**src/rtl/pwm_peripheral.sv**
```systemverilog
// PWM output stage: prescaled 8-bit period counter, double-buffered duty,
// per-output force-low / static-high / PWM selection with registered outputs.
module pwm_peripheral #(
   parameter int unsigned PRESCALE = 3000,
   parameter int unsigned PRE_W    = 12
) (
   input  logic        clk,
   input  logic        rst_n,
   input  logic [7:0]  en_reg_out_7_0,
   input  logic [7:0]  en_reg_out_15_8,
   input  logic [7:0]  en_reg_pwm_7_0,
   input  logic [7:0]  en_reg_pwm_15_8,
   input  logic [7:0]  pwm_duty_cycle,
   output logic [15:0] pwm_out,
   output logic        period_start
);

   localparam int unsigned CNT_W = 8;
   localparam int unsigned OUT_W = 16;
   localparam logic [PRE_W-1:0] PRE_LAST = PRE_W'(PRESCALE - 1);
   localparam logic [CNT_W-1:0] CNT_LAST = {CNT_W{1'b1}};

   logic [PRE_W-1:0] pre_cnt_q, pre_cnt_d;
   logic [CNT_W-1:0] pwm_cnt_q, pwm_cnt_d;
   logic [CNT_W-1:0] duty_act_q, duty_act_d;
   logic [OUT_W-1:0] pwm_out_q, pwm_out_d;
   logic             period_start_q, period_start_d;

   logic             tick_c;
   logic             pwm_lvl_c;
   logic [OUT_W-1:0] en_out_c;
   logic [OUT_W-1:0] en_pwm_c;

   // Next-state: prescaler, period counter, duty buffer, output mux
   always_comb begin
      tick_c         = (pre_cnt_q == PRE_LAST);
      pre_cnt_d      = tick_c ? '0 : pre_cnt_q + PRE_W'(1);
      pwm_cnt_d      = tick_c ? pwm_cnt_q + CNT_W'(1) : pwm_cnt_q;
      // New duty only at the wrap to 0 so a period is never cut short
      duty_act_d     = (tick_c && (pwm_cnt_q == CNT_LAST)) ? pwm_duty_cycle : duty_act_q;
      // Full-scale duty bypasses the compare so there is no dip at count 255
      pwm_lvl_c      = (duty_act_q == CNT_LAST) ? 1'b1 : (pwm_cnt_q < duty_act_q);
      en_out_c       = {en_reg_out_15_8, en_reg_out_7_0};
      en_pwm_c       = {en_reg_pwm_15_8, en_reg_pwm_7_0};
      pwm_out_d      = en_out_c & (~en_pwm_c | {OUT_W{pwm_lvl_c}});
      // First clk of count 0 is the only one where the prescaler is also at 0
      period_start_d = (pwm_cnt_q == '0) && (pre_cnt_q == '0);
   end

   // State and output registers
   always_ff @(posedge clk or negedge rst_n) begin
      if (!rst_n) begin
         pre_cnt_q      <= '0;
         pwm_cnt_q      <= '0;
         duty_act_q     <= '0;
         pwm_out_q      <= '0;
         period_start_q <= 1'b0;
      end else begin
         pre_cnt_q      <= pre_cnt_d;
         pwm_cnt_q      <= pwm_cnt_d;
         duty_act_q     <= duty_act_d;
         pwm_out_q      <= pwm_out_d;
         period_start_q <= period_start_d;
      end
   end

   assign pwm_out      = pwm_out_q;
   assign period_start = period_start_q;

endmodule
```
**config.mk**
```make
export PLATFORM = sky130hd
export DESIGN_NAME = pwm_peripheral
export DESIGN_NICKNAME = d
export VERILOG_FILES = /design/src/rtl/pwm_peripheral.sv
export SDC_FILE = /design/constraint.sdc
export NUM_CORES = 1
export LEC_CHECK = 0
export ABC_AREA = 0
export CAP_MARGIN = 15
export CORE_MARGIN = 5
export CORE_UTILIZATION = 35
export CTS_CLUSTER_SIZE = 14
export DETAILED_ROUTE_END_ITERATION = 8
export PLACE_DENSITY = 0.73
export SYNTH_ARGS = -nofsm -noshare
export SYNTH_HDL_FRONTEND = slang
export SYNTH_SLANG_ARGS = --single-unit
```
**constraint.sdc**
```tcl
create_clock -name clk -period 2.3 [get_ports clk]
set_clock_uncertainty 0.1 [all_clocks]
set_input_delay 0.46 -clock clk [delete_from_list [all_inputs] [get_ports clk]]
set_output_delay 0.46 -clock clk [all_outputs]
set_load 0.01 [all_outputs]
```
Yosys cells after proc, flatten, opt, wreduce, memory -nomap -nowiden --
Cells that the tools add are included.
Storage, ports and cells: flip-flop bits (word level) 45, bits in latches 0, memory bits (writable) 0, ROM bits 0, input port bits 42, output and inout bits 17, word-level logic and storage cells 20, memories 0
Cells by class: add/subtract/negate cells 2, multiply operators 0, div/mod/pow operators 0, magnitude comparators 1, eq/ne operators 3, shift operators 0, muxes and demuxes 2, bitwise logic cells 3, reductions and logical operators 4
Operators with widths (number):
- $and A16 B16 Y16 | 1
- $eq A8 B8 Y1 const B | 2
- $not A16 Y16 | 1
- $or A16 B16 Y16 | 1
- $add A12 B1 Y12 const B | 1
- $eq A12 B12 Y1 const B | 1
- $logic_not A12 Y1 | 1
- $mux W12 | 1
- $add A8 B1 Y8 const B | 1
- $logic_not A8 Y1 | 1
- $lt A8 B8 Y1 | 1
- $logic_and A1 B1 Y1 | 2
- $mux W1 | 1

Logic depth before layout (Yosys ltp) --
Gate-level depths: netlist (run 1).
word-level depth 4, mapped depth 7, depth with buffers taken out 6

Worst setup path before layout (run 1) --
OpenSTA, ideal clock, no wires.
kind reg2reg, start point register pre_cnt_q[3], end point register duty_act_q[0], library setup time 0.125 ns, data arrival time 1.772 ns, setup slack 0.303 ns, stages on the path, launching flop included 5, buffers on the path 0, cells stage by stage dfrtp_1 or3_4 nor4_4 nand4_4 mux2_2
Between the ends: word-level cells in the longest chain between the ends 2
Ends and longest elaborated chain:
- start, declared | line 23 | logic [PRE_W-1:0] pre_cnt_q, pre_cnt_d;
- start signal, assigned | line 59 | pre_cnt_q <= pre_cnt_d;
- $eq A12 B12 Y1 | line 36 | tick_c = (pre_cnt_q == PRE_LAST);
- $logic_and A1 B1 Y1 | line 40 | duty_act_d = (tick_c && (pwm_cnt_q == CNT_LAST)) ? pwm_duty_cycle : duty_act_q;
- end signal, assigned | line 61 | duty_act_q <= duty_act_d;
- end, declared | line 25 | logic [CNT_W-1:0] duty_act_q, duty_act_d;
No other way between the ends. A chain may end at the register's enable or synchronous reset.

Worst setup path in the final report (run 1) --
start point register pre_cnt_q[0], end point register pre_cnt_q[11]
Between the ends: word-level cells in the longest chain between the ends 2, elaborated cells between the ends (all ways) 3, classes of those cells 1 x add/sub; 1 x eq/ne; 1 x mux
Ends and longest elaborated chain:
- $add A12 B1 Y12 or $eq A12 B12 Y1 (tied branches) | line 37, 36
- $mux W12 * | line 37 | pre_cnt_d = tick_c ? '0 : pre_cnt_q + PRE_W'(1);
- net pre_cnt_d[11] | line 23
Mark *: on every way through the listed nets, which the timed path passes. The rest lies on a longest branch.

==> out/summary.txt, run 1 <==
Mapped Area: 0.00204 mm2
count of final max-slew check failures: 0
first-pass GRT wire length: 6930 um
initial antenna violation count: 0
CP Max Fanout: 18
EDFF count, synth: 0
sequential area share after synthesis: 55.3%
I/O pins: 59
GRT Overall Usage: 11.7%
YS warnings: 0
Core Region: 0.00557 mm2
number of synthesized register bits: 45
most common cell after layout, fill and taps aside: clkdlybuf4s50_1
final WL: 4070 um
fin util: 50.5%
DR DRC count: 0
Crit. Startpoint: pre_cnt_q[0]
Critical R2R Launch: pre_cnt_q[0]
Port Buffers: 58
fill count: 503
largest net degree at the start of global routing: 32
most used flip-flop cell after synthesis: dfrtp_1
Max VDD drop: 0.274 mV
setup_tns: 0 ns
endpoints failing setup: 0
drt via density: 4.91
Syn-to-layout area delta: 38.2%
Inserted Clock Buffers: 5
most frequent cells in the layout: clkdlybuf4s50_1 (57), dfrtp_1 (45), a21boi_0 (16)
critical path class: reg -> reg
TritonRoute pass-1 iters: 4
starting density of the core: 36.5%
synth unique cells: 30
WL/cell: 13.1 um
number of max-cap violations: 0
Critical Path Source Type: register
Sink Count: 45
Worst Hold Class: in -> async
Tightest Pin Transition: 0.665 ns
Hold-fix buffers, CTS: 0
Final HPWL DP: 3200 um
CTS resizes: 0
Rows: 27
die area: 0.00744 mm2
Final nets: 292
CTS Root Buffer Type: clkbuf_8
Die Span X: 86.3 um
First DRT Iteration DRCs: 89
Fin. Hold Viols: 0
Slew HR: 55.7%
FFs w/ async S/R, synth: 100%
critical path arrival: 2.03 ns
layout cells sized above 1: 10.5%
CTS tree: yes
critical path required time: 2.38 ns
Worst Setup End Kind: register
Period minus WS final: 1.95 ns
RSZ-0062 raised after global routing: no
diode count: 0
Bufs on Longest Clock Path: 2
Cells after Synth: 172
Reg clk slew, reported paths: 0.08 ns
Syn Area/Cell: 11.8 um2
CTS H-Tree Depth: 2
Clk Latency, worst-skew pair: 0.29 ns
number of global-route vias before repair: 1,562
DR vias: 1,527
Final ANT Viol Nets: 0
Final period util: 84.8%
Syn Nets: 225
Overflow after GRT: 0
Die Y: 86.3 um
static leakage: 1.24 nW
Fmax: 513 MHz
Pwr Density: 519 mW/mm2
status: completed
GP Congestion: 0.782
setup bufs post-CTS: 0
[state kept, by name, indices dropped and copies added (netlist names)]
| signal | flops |
|---|---|
| pwm_cnt_q | 8 |
| pre_cnt_q | 12 |
| duty_act_q | 8 |
| period_start | 1 |
| pwm_out | 16 |
[synth_stat cells (3+ instances only)]
library cell | count | area [um2]
xor2_1 | 3 | 26.3
nor2_1 | 11 | 41.3
nand3_1 | 5 | 25.0
and3_1 | 3 | 18.8
dfrtp_1 | 45 | 1130
nand2_1 | 9 | 33.8
nor4_1 | 3 | 18.8
inv_1 | 14 | 52.6
a21boi_0 | 16 | 120
ha_1 | 11 | 138
mux2_2 | 10 | 113
nor3_1 | 3 | 15.0
xnor2_1 | 11 | 96.3
nand4_1 | 8 | 50.1
a21oi_1 | 3 | 15.0
[critical path: stages, from the launching register on]
cell	delay, ns
dfrtp_1	0.42
ha_1	0.24
nand3_1	0.13
nor4_4	0.34
buf_4	0.29
nor2_1	0.07
mux2_2	0.26
[per-stage QoR]
stage	hold WS (ns)	power [mW]	cell area [um2]	setup slack (ns)	cells
after floorplan	0.0644	0.868	2040	0.303	172
after global placement	0.388	0.986	2720	0.381	304
final	0.0939	1.46	2810	0.349	311
after detailed placement	0.390	0.990	2720	0.365	304
after CTS	0.116	1.48	2810	0.362	311
after global routing	0.148	1.53	2810	0.194	311
[where the power goes]
part	internal, mW	total [mW]	switching (mW)
Clock	0.237	0.489	0.252
Sequential	0.812	0.821	0.00900
Combinational	0.102	0.149	0.0475
[final timing paths]
check / slack, ns / depth (start not counted) / to
worst max register to register: 0.35 / 6 / pre_cnt_q[11]
worst min-delay path: 0.09 / 1 / pre_cnt_q[7]
max in group asynchronous: 1.42 / 2 / pwm_out[15]
min in group clk: 0.41 / 1 / pre_cnt_q[6]
worst min register to register: 0.41 / 1 / pre_cnt_q[6]
worst max-delay path: 0.35 / 6 / pre_cnt_q[11]
[per-layer routing]
metal / track usage (%) / vias up / share of wire [%]
li1: - / 736 / -
met3: 5.99 / 4 / 12
met4: 2.97 / 0 / 0.74
met2: 19.5 / 55 / 47
met5: 0 / - / 0
met1: 13.2 / 732 / 41
[kinds of logic (layout without fill, tap and decap cells)]
kind of cell,count (synthesis),count (layout),synth area share [%]
multiplexers,10,10,5.53
buffers and inverters,16,83,3.01
flip-flops,45,45,55.3
XOR/XNOR,14,14,6.02
AO/OA/AOI/OAI,26,26,9.04
AND/OR/NAND/NOR,50,50,14.3
adder cells (fa/ha/maj),11,11,6.76
[layout make-up]
cell class                      count  area, um2  area share, %
Clock buffer                        6       82.6           2.94
Clock inverter                      1       7.51          0.267
Inverter                           14       52.6           1.87
Multi-Input combinational cell    111        848           30.2
Sequential cell                    45       1130           40.0
Tap cell                           72       90.1           3.20
Timing Repair Buffer               62        606           21.5
(Power assumes the default switching activity.)
==> run 2, diff against run 1 <==
==> constraint.sdc (replaced) <==
create_clock -name clk -period 1.8 [get_ports clk]
set_clock_uncertainty 0.1 [all_clocks]
set_input_delay 0.36 -clock clk [delete_from_list [all_inputs] [get_ports clk]]
set_output_delay 0.36 -clock clk [all_outputs]
set_load 0.01 [all_outputs]
==> run 2 against run 1 <==
Net effect: core utilization is 8.4 points higher; die area stayed put; via count is 8.1% higher; wire length is 19% higher; sequential share of layout area is 5.7 points lower; critical path depth is 1 lower; combinational power is 60% higher; register-to-register slack worse by 0.34 ns; count of clock-buffer cells in the layout stayed put; fmax is 8.7% higher; largest cell class unchanged; highest routed layer unchanged.
==> out/summary.txt, run 2 (synthesis gave the netlist of run 1 again) <==
Sw Pwr: 423 uW (+37%)
Critical Path Source Type: register
critical path class: reg -> reg
GP Congestion: 0.772 (-1.2%)
Clk Latency, worst-skew pair: 0.29 ns (about the same)
Final HPWL DP: 3390 um (+6.0%)
DR vias: 1,650 (+8.1%)
Bufs on Longest Clock Path: 2 (unchanged)
Fmax: 557 MHz (+8.7%)
max FFs per register: 16 (unchanged)
I/O pins: 59 (unchanged)
CP max stage delay: 0.41 ns (about the same)
CTS tree: yes
Max VDD drop: 0.514 mV (+87%)
number of global-route vias before repair: 1,651 (+5.7%)
Hold Crit Depth: 1
fin util: 58.8% (+8.4 points)
Clk pwr share: 32.1% (-1.4 points)
Period minus WS final: 1.79 ns (-0.156 ns)
Slew HR: 75.1% (+19 points)
worst reg2reg path depth: 5 (-1)
Final ANT Viol Nets: 0 (unchanged)
Sink Count: 45 (unchanged)
number of max-cap violations: 0 (unchanged)
Core Region: 0.00557 mm2 (unchanged)
Worst Hold Class: reg -> reg
initial antenna violation count: 0 (unchanged)
drt via density: 4.77 (-2.9%)
CTS H-Tree Depth: 2 (unchanged)
count of final max-slew check failures: 0 (unchanged)
first-pass GRT wire length: 7540 um (+8.9%)
Rows: 27 (unchanged)
CTS Root Buffer Type: clkbuf_8
Reg clk slew, reported paths: 0.08 ns (about the same)
diode count: 0 (unchanged)
Final period util: 99.7% (+15 points)
critical path arrival: 1.88 ns (-0.15 ns)
static leakage: 1.45 nW (+17%)
slowest CP cell: or3_4
Syn-to-layout area delta: 61.1%
GRT Overall Usage: 12.7% (+1.0 points)
starting density of the core: 36.5% (unchanged)
Combinational Power Share: 12.6% (+2.4 points)
Tightest Pin Transition: 0.370 ns (-0.295 ns)
endpoints failing setup: 0 (unchanged)
Port Buffers: 58 (unchanged)
most common cell after layout, fill and taps aside: clkdlybuf4s50_1
die area: 0.00744 mm2 (unchanged)
largest net degree at the start of global routing: 46 (+44%)
First DRT Iteration DRCs: 119 (+34%)
most frequent cells in the layout: clkdlybuf4s50_1 (57), dfrtp_1 (45), buf_4 (31)
Die Y: 86.3 um (unchanged)
Overflow after GRT: 0 (unchanged)
Setup Slack @ Placement: -0.310 ns (-0.675 ns)
CP Max Fanout: 8 (-10)
Final nets: 326 (+12%)
TritonRoute pass-1 iters: 4 (unchanged)
Internal Power: 1.47 mW (+28%)
sequence of cells on the critical path: or3_4 > nor4_4 > buf_4 > nand4_4 > mux2_2
hold slack: 0.467 ns (+0.373 ns)
Worst Setup End Kind: register
layout cells sized above 1: 29.6% (+19 points)
fill count: 452 (-10%)
status: completed
RSZ-0062 raised after global routing: yes
Fin. Hold Viols: 0 (unchanged)
Pwr Density: 578 mW/mm2 (+11%)
PnR worst setup slack: 0.00516 ns (-0.344 ns)
WL/cell: 14.0 um (+7.0%)
final WL: 4850 um (+19%)
DR DRC count: 0 (unchanged)
Inserted Clock Buffers: 5 (unchanged)
Net Sw Frac: 22.3% (+1.2 points)
Flop pwr share: 55.3% (-1.0 points)
critical path required time: 1.88 ns (-0.50 ns)
Die Span X: 86.3 um (unchanged)
==> run 2: cell types whose count changed in the layout (fill, tap and decap cells not counted), sizes merged <==
cell and change:
dlygate4sd3 +1, clkinvlp +1, clkbuf +1, buf +32
==> run 2: power by group through the flow <==
stage | Combinational (mW) | Clock (mW) | Sequential [mW]
6_report | 0.239 | 0.608 | 1.05
5_1_grt | 0.258 | 0.675 | 1.05
4_1_cts | 0.220 | 0.635 | 1.05
3_5_place_dp | 0.212 | 0 | 1.07
3_3_place_gp | 0.208 | 0 | 1.07
2_1_floorplan | 0.0320 | 0 | 1.08
==> run 2: critical path: cells and delay by family, from the launching register on <==
family | cells | cell delay, ns
buf+inv | 1 | 0.17
flops | 1 | 0.39
mux | 1 | 0.33
simple gates | 3 | 0.70
==> run 2: metal layers <==
layer  vias up  wire length, um  global-route usage (%)
met3         6              451                    5.61
met5         -                0                       0
met1       790             1920                    14.6
li1        800                -                       -
met2        54             2420                    21.4
met4         0               51                    3.82
==> run 2: what timing repair did <==
item,in CTS,in global routing
cloned,1,1
setup buffers,6,3
hold endpoints to repair,45,0
pin swaps,2,14
resized for setup,17,27
setup endpoints to repair,30,25
hold buffers,1,0
==> run 2: path summary, 6_finish.rpt <==
| path | from | to | slack (ns) |
|---|---|---|---|
| worst max register to register | pre_cnt_q[3] | duty_act_q[6] | 0.005 |
| worst max-delay path | pre_cnt_q[3] | duty_act_q[6] | 0.005 |
| worst min-delay path | pre_cnt_q[9] | pre_cnt_q[9] | 0.47 |
| max in group asynchronous | rst_n | duty_act_q[1] | 0.92 |
| worst min register to register | pre_cnt_q[9] | pre_cnt_q[9] | 0.47 |
| min in group asynchronous | rst_n | pre_cnt_q[6] | 0.48 |
==> run 2: area by class of cell <==
| class | instances | area [um2] | area share, % |
|---|---|---|---|
| repair buffers | 96 | 911 | 27.8 |
| well taps | 72 | 90.1 | 2.75 |
| inverters | 14 | 52.6 | 1.60 |
| multi-input cells | 111 | 1010 | 30.9 |
| clock inverters | 2 | 15.0 | 0.458 |
| flip-flops and latches | 45 | 1130 | 34.3 |
| clock buffers | 6 | 72.6 | 2.21 |
==> run 2: per-stage QoR <==
step	setup TNS [ns]	instances	power, mW	area (um2)
finish	0	346	1.89	3280
global route	-0.706	346	1.98	3280
CTS	-0.00482	342	1.90	3100
detailed placement	-4.94	326	1.28	2910
global placement	-3.61	326	1.28	2910
floorplan	-1.06	172	1.11	2050
==> run 3, diff against run 2 <==
--- a/config.mk
+++ b/config.mk
@@ -7,10 +7,12 @@
 export LEC_CHECK = 0
 export ABC_AREA = 0
 export CAP_MARGIN = 15
+export CORE_ASPECT_RATIO = 1.2
 export CORE_MARGIN = 5
 export CORE_UTILIZATION = 35
 export CTS_CLUSTER_SIZE = 14
 export DETAILED_ROUTE_END_ITERATION = 8
+export GPL_TIMING_DRIVEN = 0
 export PLACE_DENSITY = 0.73
 export SYNTH_ARGS = -nofsm -noshare
 export SYNTH_HDL_FRONTEND = slang
==> run 3 against run 2 <==
Net effect: wire length shrank 4.7%; register-to-register slack lost 0.07 ns; via count shrank 2.9%; critical path depth is the same; worst hold slack lost 0.075 ns; sequential power is essentially flat; final cell count shrank 1.7%; the flow now finishes with violations (setup timing); non-clock buffer count shrank 14; sequential cell count is the same; count of clock-buffer cells in the layout grew 2; combinational power shrank 8%; sequential share of layout area grew 1.6 points.
==> out/summary.txt, run 3 (synthesis gave the netlist of run 1 again) <==
status: finished with violations
failing checks: setup timing
Tightest Pin Transition: 0.485 ns (+0.115 ns)
setup_tns: -0.794 ns (-0.794 ns)
Overflow after GRT: 0 (unchanged)
Die Span X: 79.6 um (-7.7%)
Inserted Clock Buffers: 5 (unchanged)
static leakage: 1.37 nW (-5.1%)
Sink Count: 45 (unchanged)
CP max stage delay: 0.43 ns (+0.02 ns)
First DRT Iteration DRCs: 74 (-38%)
PnR worst setup slack: -0.0658 ns (-0.0710 ns)
diode count: 0 (unchanged)
TritonRoute pass-1 iters: 3 (-1)
Bufs on Longest Clock Path: 2 (unchanged)
RSZ-0062 raised after global routing: yes
Slew HR: 67.3% (-7.7 points)
endpoints failing setup: 23 (+23)
Worst Setup End Kind: register
DR vias: 1,602 (-2.9%)
Syn-to-layout area delta: 54.8%
count of final max-slew check failures: 0 (unchanged)
Critical Path Source Type: register
largest net degree at the start of global routing: 34 (-26%)
max FFs per register: 16 (unchanged)
number of max-cap violations: 0 (unchanged)
die area: 0.00745 mm2 (about the same)
critical path class: reg -> reg
most frequent cells in the layout: clkdlybuf4s50_1 (57), dfrtp_1 (40), buf_4 (18)
Final ANT Viol Nets: 0 (unchanged)
Rows: 30 (+11%)
number of global-route vias before repair: 1,621 (-1.8%)
initial antenna violation count: 0 (unchanged)
critical path required time: 1.88 ns (about the same)
CTS Root Buffer Type: clkbuf_8
DR DRC count: 0 (unchanged)
final WL: 4620 um (-4.7%)
Final HPWL DP: 3190 um (-5.9%)
fill count: 469 (+3.8%)
Final period util: 104% (+3.9 points)
slowest CP cell: dfrtp_1
Final nets: 312 (-4.3%)
CTS tree: yes
Period minus WS final: 1.87 ns (+0.0710 ns)
fin area: 0.00315 mm2 (-3.9%)
CP Max Fanout: 8 (unchanged)
WL/cell: 13.6 um (-3.0%)
GRT Overall Usage: 12.9% (+0.15 points)
I/O pins: 59 (unchanged)
Port Buffers: 58 (unchanged)
Die Y: 93.5 um (+8.4%)
Max VDD drop: 0.432 mV (-16%)
starting density of the core: 35.9% (-0.60 points)
CTS H-Tree Depth: 2 (unchanged)
Fin. Hold Viols: 0 (unchanged)
Placed Area: 0.00274 mm2 (-5.8%)
GP Congestion: 0.770 (-0.22%)
Reg clk slew, reported paths: 0.08 ns (about the same)
Fmax: 536 MHz (-3.8%)
Seq. cell area: 0.00113 mm2 (+0.56%)
critical path arrival: 1.95 ns (+0.07 ns)
Core Region: 0.00567 mm2 (+1.7%)
Pwr Density: 591 mW/mm2 (+2.3%)
Clk Latency, worst-skew pair: 0.29 ns (about the same)
layout cells sized above 1: 26.5% (-3.0 points)
Worst Hold Class: in -> async
area occupied by multi-input gates: 996 um2 (-1.6%)
sequence of cells on the critical path: ha_4 > nand3_2 > nor4_4 > nand4_4 > mux2_4
drt via density: 4.71 (-1.2%)
most common cell after layout, fill and taps aside: clkdlybuf4s50_1
first-pass GRT wire length: 7460 um (-1.1%)
==> run 3: power by group <==
part / leakage [nW] / switching, mW / internal (mW)
sequential: 0.550 / 0.0117 / 1.04
combinational: 0.785 / 0.0735 / 0.148
clock: 0.0395 / 0.317 / 0.276
==> run 3: metal layers <==
layer | vias to the layer above | global-route usage, % | wire length (um)
met2 | 44 | 22.6 | 2400
met5 | - | 0 | 0
li1 | 774 | - | -
met3 | 8 | 4.82 | 313
met1 | 776 | 13.7 | 1800
met4 | 0 | 5.30 | 97
==> run 3: area by class of cell <==
class                      count  share of cell area, %
buffer                         2                  0.794
inverter                      14                   1.67
clock buffer                   8                   2.54
sequential                    45                   35.9
timing repair buffer          80                   24.3
tap                           80                   3.18
multi-input combinational    111                   31.6
==> run 3: worst paths after layout <==
check	start	cells past startpoint	slack, ns	to
worst max-delay path	pre_cnt_q[0]	5	-0.07	duty_act_q[1]
worst min-delay path	rst_n	2	0.39	pwm_out[14]
worst max register to register	pre_cnt_q[0]	5	-0.07	duty_act_q[1]
worst min register to register	pwm_cnt_q[4]	1	0.44	pwm_cnt_q[4]
max in group asynchronous	rst_n	3	0.73	pwm_cnt_q[2]
min in group clk	pwm_cnt_q[4]	1	0.44	pwm_cnt_q[4]
==> run 3: timing repair <==
item | in CTS | in global routing
gates cloned | 2 | 0
gates resized for setup | 20 | 36
endpoints found under the hold margin | 12 | 0
setup buffers | 10 | 8
setup endpoints to repair | 41 | 41
pin swaps | 9 | 28
hold buffers | 1 | 0
==> run 3: critical path, delay by kind of cell (launching register included) <==
| family | cells | cell delay [ns] |
|---|---|---|
| and+or+nand+nor | 3 | 0.71 |
| adders and majority gates | 1 | 0.18 |
| DFF | 1 | 0.43 |
| muxes | 1 | 0.35 |
==> run 3: metrics by stage <==
stage | setup slack (ns) | total power [mW] | utilization, % | instances | hold slack, ns
finish | -0.0658 | 1.86 | 55.6 | 340 | 0.391
detailed placement | -0.382 | 1.27 | 48.4 | 311 | 0.168
CTS | -0.140 | 1.88 | 53.0 | 332 | 0.399
global route | -0.166 | 1.96 | 55.6 | 340 | 0.416
floorplan | -0.132 | 1.11 | - | 172 | -0.0356
global placement | -0.902 | 1.26 | 48.1 | 310 | 0.405
